**src/rtl/fifo_stream_reader.sv**
```systemverilog
// Read-side consumer for a synchronous FIFO: issues reads and absorbs the 1-cycle
// read latency in a 2-entry in-order buffer, which feeds a valid/ready stream.
module fifo_stream_reader #(
  parameter int DATA_WIDTH = 16,
  parameter int CNT_WIDTH  = 16
) (
  input  logic                  clk,
  input  logic                  rst,
  input  logic                  en,
  input  logic                  fifo_empty,
  input  logic [DATA_WIDTH-1:0] fifo_data_out,
  output logic                  fifo_read_en,
  output logic [DATA_WIDTH-1:0] m_data,
  output logic                  m_valid,
  input  logic                  m_ready,
  output logic [CNT_WIDTH-1:0]  word_cnt,
  output logic                  idle
);

  logic [1:0]            r_occ;
  logic                  r_inflight;
  logic [DATA_WIDTH-1:0] r_head;
  logic [DATA_WIDTH-1:0] r_tail;
  logic [CNT_WIDTH-1:0]  r_word_cnt;

  logic                  w_pop;
  logic                  w_push;
  logic [2:0]            w_level;

  assign w_pop  = m_valid && m_ready;
  assign w_push = r_inflight;

  // Words held plus words already requested, less the one leaving this cycle.
  // Counting the pop lets m_ready open a read slot in the same cycle.
  assign w_level = 3'(r_occ) + 3'(r_inflight) - 3'(w_pop);

  assign fifo_read_en = !rst && en && !fifo_empty && (w_level < 3'd2);
  assign m_valid      = (r_occ != 2'd0);
  assign m_data       = r_head;
  assign word_cnt     = r_word_cnt;
  assign idle         = (r_occ == 2'd0) && !r_inflight && fifo_empty;

  // NOTE: sequential state uses non-blocking assignments so every register
  // samples the pre-edge values regardless of statement order.
  always_ff @(posedge clk) begin
    if (rst) begin
      r_occ      <= 2'd0;
      r_inflight <= 1'b0;
      r_word_cnt <= '0;
      r_head     <= '0;
    end else begin
      r_inflight <= fifo_read_en;
      r_occ      <= r_occ + 2'(w_push) - 2'(w_pop);
      if (w_pop) begin
        r_word_cnt <= r_word_cnt + CNT_WIDTH'(1);
      end
      if (w_pop) begin
        if (r_occ == 2'd2) begin
          r_head <= r_tail;
        end else if (w_push) begin
          r_head <= fifo_data_out;
        end
      end else if (w_push && (r_occ == 2'd0)) begin
        r_head <= fifo_data_out;
      end
`ifndef SYNTHESIS
      assert (!(w_push && !w_pop && (r_occ == 2'd2)))
        else $error("fifo_stream_reader: push into full output buffer");
`endif
    end
  end

  // NOTE: the second buffer slot is only read after it has been written, so it
  // carries no reset; occ alone defines which slots hold live data.
  always_ff @(posedge clk) begin
    if (w_push && (((r_occ == 2'd1) && !w_pop) || ((r_occ == 2'd2) && w_pop))) begin
      r_tail <= fifo_data_out;
    end
  end

endmodule
```
**config.mk**
```make
export PLATFORM = sky130hd
export DESIGN_NAME = fifo_stream_reader
export DESIGN_NICKNAME = d
export VERILOG_FILES = /design/src/rtl/fifo_stream_reader.sv
export SDC_FILE = /design/constraint.sdc
export NUM_CORES = 1
export LEC_CHECK = 0
export CAP_MARGIN = 20
export CORE_ASPECT_RATIO = 1.25
export CORE_MARGIN = 2
export CORE_UTILIZATION = 49
export CTS_CLUSTER_DIAMETER = 30
export DETAILED_ROUTE_END_ITERATION = 6
export PLACE_DENSITY_LB_ADDON = 0.05
export SLEW_MARGIN = 20
export SYNTH_ARGS = -nofsm -noshare
export SYNTH_HDL_FRONTEND = slang
export SYNTH_SLANG_ARGS = --single-unit
```
**constraint.sdc**
```tcl
create_clock -name clk -period 2.9 [get_ports clk]
set_input_delay 0.435 -clock clk [delete_from_list [all_inputs] [get_ports clk]]
set_output_delay 0.435 -clock clk [all_outputs]
set_load 0.01 [all_outputs]
```
Word level (Yosys, flattened, before mapping)
Cells that the tools add are included.
{ "classes": {"mux": 4, "order_cmp": 1, "n_eq_ne": 3, "n_addsub": 5, "reduce_logical": 19} }
{ "op_table": {"columns": ["operator", "n"], "rows": [
  ["two-way mux 16 bit", 4],
  ["adder 16 x 1 -> 16 bit (second input constant)", 1],
  ["logical AND 1 bit", 10],
  ["logical NOT 1 bit", 4],
  ["nonzero test 2 bit", 2],
  ["adder 2 x 1 -> 3 bit", 1],
  ["< comparator 3 x 2 -> 1 bit (second input constant)", 1],
  ["!= test 3 x 2 -> 1 bit (second input constant)", 1],
  ["subtractor 3 x 1 -> 3 bit", 1],
  ["adder 2 x 1 -> 2 bit", 1],
  ["== test 2 x 1 -> 1 bit (second input constant)", 1],
  ["== test 2 bit (second input constant)", 1],
  ["logical NOT 2 bit", 1],
  ["AND reduction 2 bit", 1],
  ["subtractor 2 x 1 -> 2 bit", 1],
  ["logical OR 1 bit", 1]
]} }
{ "word_totals": {"out_inout_bits": 35, "in_bits": 21, "register_bits": 51, "elab_cells": 37} }

Logic depth before layout (Yosys ltp)
{ "logic_depth": {"ltp_word": 6, "mapped_depth": 9, "ltp_nobuf": 7} }

Worst setup path before layout
No wires, ideal clock.
{ "synth_path": {"kind": "input-to-output", "start": "input m_ready", "end": "output fifo_read_en", "arrival_ps": 2490, "path_buffers": 3, "path_stages": 8, "slack_ps": -25, "t_required_ps": 2465, "cell_sequence": "clkbuf_1 > clkbuf_1 > clkbuf_1 > nand3_1 > nand2_1 > ha_1 > fa_1 > nor4_1"} }
{ "synth_between": {"elab_chain_len": 4} }
{ "synth_rtl": {"columns": ["item", "line", "text"], "rows": [
  ["start, declared", "15", "input logic m_ready,"],
  ["logical AND 1 bit", "30", "assign w_pop = m_valid && m_ready;"],
  ["subtractor 3 x 1 -> 3 bit", "35", "assign w_level = 3'(r_occ) + 3'(r_inflight) - 3'(w_pop);"],
  ["via w_level[1]", "28", "logic [2:0] w_level;"],
  ["< comparator 3 x 2 -> 1 bit", "37", "assign fifo_read_en = !rst && en && !fifo_empty && (w_level < 3'd2);"],
  ["logical AND 1 bit", "37", null],
  ["end, declared", "12", "output logic fifo_read_en,"]
]} }
The timed path passes the listed nets, and every way through them passes these cells.

Worst setup path after layout
Same ends and word-level chain as after synthesis.

==> reports/qor.txt <==
CP startpoint = m_ready
Hold Buf Count CTS = 0
Startpoint Class = primary input
leakage = 1.02 nW
CTS sink cnt = 51
postcts setup bufs = 0
Critical Path End Type = output pin
share of the synthesized area in the top cell type = 31.1%
register area share after synthesis = 52.5%
Synth Register Bits = 51
Hold Vio Cnt, Final = 0
die height = 79.8 µm
Max-Cap Viols = 0
pre-CTS WS = -0.221 ns
multi-input logic area = 975 µm²
Initial Util = 50.8%
PostCTS Resize Cnt = 1
Vias = 1,810
HPWL Detailed = 3.36 mm
fillers = 364
H-tree depth = 2
CTS tree = done
post-layout minimum cycle time = 2.72 ns
Reg2Reg Capture Point = m_data[4]
top post-synthesis cells by area = dfxtp_1 31%, edfxtp_1 21%, a311oi_2 6.7%
Tot GR Track Use = 20.5%
slack of the worst reg-to-reg path = 0.84 ns
area leader, netlist = dfxtp_1
Arrival @ worst endpoint = 2.28 ns
post-synth cell types = 34
FF-to-FF path depth = 6
die area = 0.00515 mm²
period utilisation layout = 93.7%
CP required = 2.47 ns
Clock Tree Buf Depth = 2
crit path kind = primary input to output pin
drt drc = 0
first-pass GRT wire length = 8.10 mm
router iterations before antenna repair = 4
clock latency on the worst-skew pair = 0.30 ns
ys flop type = dfxtp_1
Async SR Flop Fraction = 0%
drt total wl = 4.92 mm
Max IR drop VDD = 0.000505 V
Max Slew Vio Count = 0
io pins = 56
Clock transition at path regs = 0.09 ns
Ys Warns = 0
PD cells = 689 mW/mm²
number of antenna repair diodes = 0
share of cells above drive strength 1 = 13.8%
RSZ-0062 raised after global routing = no
DRT antenna net count = 0
drt wl/cell = 14.7 µm
worst rel slew slack = 68.6%
GR Overflow Total = 0
total negative slack = 0 ns
highest clock rate = 0.368 GHz
Layout Nets = 299
Port-buffer cells = 55
run status = finished, final reports clean
Avg Cell Area, Syn = 10.4 µm²
CP endpoint = fifo_read_en
Reg-to-Reg Start = r_occ[1]
Post-Synthesis Cells = 217
root buf cell = clkbuf_8
Reg area = 0.00118 mm²
Core Rows = 27
DIE WIDTH = 64.6 µm
setup ws final = 0.183 ns
Core Box Area = 0.00443 mm²
Max Clock Skew = 0.00769 ns
largest net degree at the start of global routing = 38
Synth Cell Area = 0.00225 mm²
CTS buffer count = 5
Initial DRC Count = 53
Setup-failing EPs final = 0
vias in the first global route = 1,742
syn nets = 241
number of flops mapped to enable cells by yosys = 16
initial antenna violation count = 0
Worst Hold Class = register to register
Tightest Pin Transition = 0.470 ns
GPL Wtd Cong = 0.757
vias per cell = 5.42
Max FO, Critical Path = 4
Area Overhead vs Synth = 31.6%
[cells by family after synthesis]
family,after synthesis,synth area share (%)
AND/OR/NAND/NOR,106,22.7
flip-flops,51,52.5
AO/OA/AOI/OAI,21,11.2
buffers and inverters,19,4.62
XOR/XNOR,13,5.06
multiplexers,4,1.95
adder cells (fa/ha/maj),3,2.00
[where the power goes]
group / total [mW] / switching [mW] / internal, mW / leakage, nW
sequential: 0.910 / 0.0669 / 0.843 / 0.428
clock: 0.394 / 0.225 / 0.169 / 0.0412
combinational: 0.736 / 0.344 / 0.391 / 0.550
total: 2.04 / 0.636 / 1.40 / 1.02
[registers in the layout, indices dropped and copies added, names as in the netlist]
register    cells
m_data         16
r_inflight      1
r_tail         16
word_cnt       16
r_occ           2
[stage by stage]
stage / cells / util, % / hold slack (ns) / area (µm²) / power (mW)
floorplan: 217 / - / 0.514 / 2260 / 1.34
detailed placement: 326 / 65.1 / 0.544 / 2880 / 1.67
finish: 334 / 66.9 / 0.571 / 2960 / 2.04
global placement: 326 / 65.1 / 0.530 / 2880 / 1.66
CTS: 334 / 67.0 / 0.570 / 2960 / 2.06
global route: 334 / 66.9 / 0.590 / 2960 / 2.16
[metal layers]
metal | global-route usage, % | share of wire (%)
met2 | 36.4 | 52
met3 | 3.39 | 3.9
met1 | 24.9 | 43
met5 | 0 | 0
met4 | 7.23 | 1.2
[how the worst min path moves through the flow]
stage                     start           to  slack (ns)  cells after the start
global placement    word_cnt[6]  word_cnt[6]        0.53                      2
finish              word_cnt[6]  word_cnt[6]        0.57                      2
detailed placement  word_cnt[6]  word_cnt[6]        0.54                      2
floorplan            fifo_empty   r_inflight        0.51                      1
global route        word_cnt[1]  word_cnt[1]        0.59                      2
CTS                 word_cnt[6]  word_cnt[6]        0.57                      2
[placed cells by master (no fill, tap or decap), drive strengths merged]
| cell | netlist | routed |
|---|---|---|
| mux2 | 3 | 3 |
| clkbuf | 9 | 7 |
| a311oi | 16 | 16 |
| and3 | 1 | 1 |
| nor4 | 5 | 5 |
| nor3b | 1 | 1 |
| fa | 1 | 1 |
| nand2b | 1 | 1 |
| a21oi | 1 | 1 |
| nand2 | 25 | 25 |
| xnor2 | 9 | 9 |
| nand4 | 3 | 3 |
| xor2 | 4 | 4 |
| buf | 7 | 12 |
| mux2i | 1 | 1 |
| inv | 3 | 3 |
| clkinvlp | 0 | 1 |
| edfxtp | 16 | 16 |
| clkinv | 0 | 1 |
| ha | 2 | 2 |
| o21ai | 1 | 1 |
| o2111ai | 1 | 1 |
| nor3 | 21 | 21 |
| o21a | 1 | 1 |
| o2111a | 1 | 1 |
| nor2 | 19 | 19 |
| nor2b | 6 | 6 |
| dfxtp | 35 | 35 |
| nand3 | 22 | 22 |
| or2 | 2 | 2 |
| clkdlybuf4s50 | 0 | 54 |
[worst max-delay path: stages]
cell and delay (ns):
clkdlybuf4s50_1 0.53, o21ai_2 0.08, nand2_1 0.06, nand2_1 0.05, ha_1 0.19, fa_1 0.50, nor4_2 0.26, clkbuf_2 0.17
[cell type report]
| type | count | area share (%) |
|---|---|---|
| flip-flops and latches | 51 | 39.9 |
| multi-input cells | 147 | 32.9 |
| repair buffers | 67 | 21.5 |
| clock buffers | 6 | 2.45 |
| well taps | 58 | 2.45 |
| clock inverters | 2 | 0.423 |
| inverters | 3 | 0.380 |
[synth_stat cells (2+ instances only)]
master,number
or2_1,2
nand4_1,3
ha_1,2
nor2_1,18
a311oi_1,6
nand3_1,22
edfxtp_1,16
nor4_1,5
buf_2,2
mux2_2,2
nand2_1,25
a311oi_2,10
nor3_1,21
inv_1,3
nor2b_1,5
xor2_1,4
buf_6,4
xnor2_1,9
dfxtp_1,35
clkbuf_1,9
No activity file was read; power rests on OpenSTA's default activity.
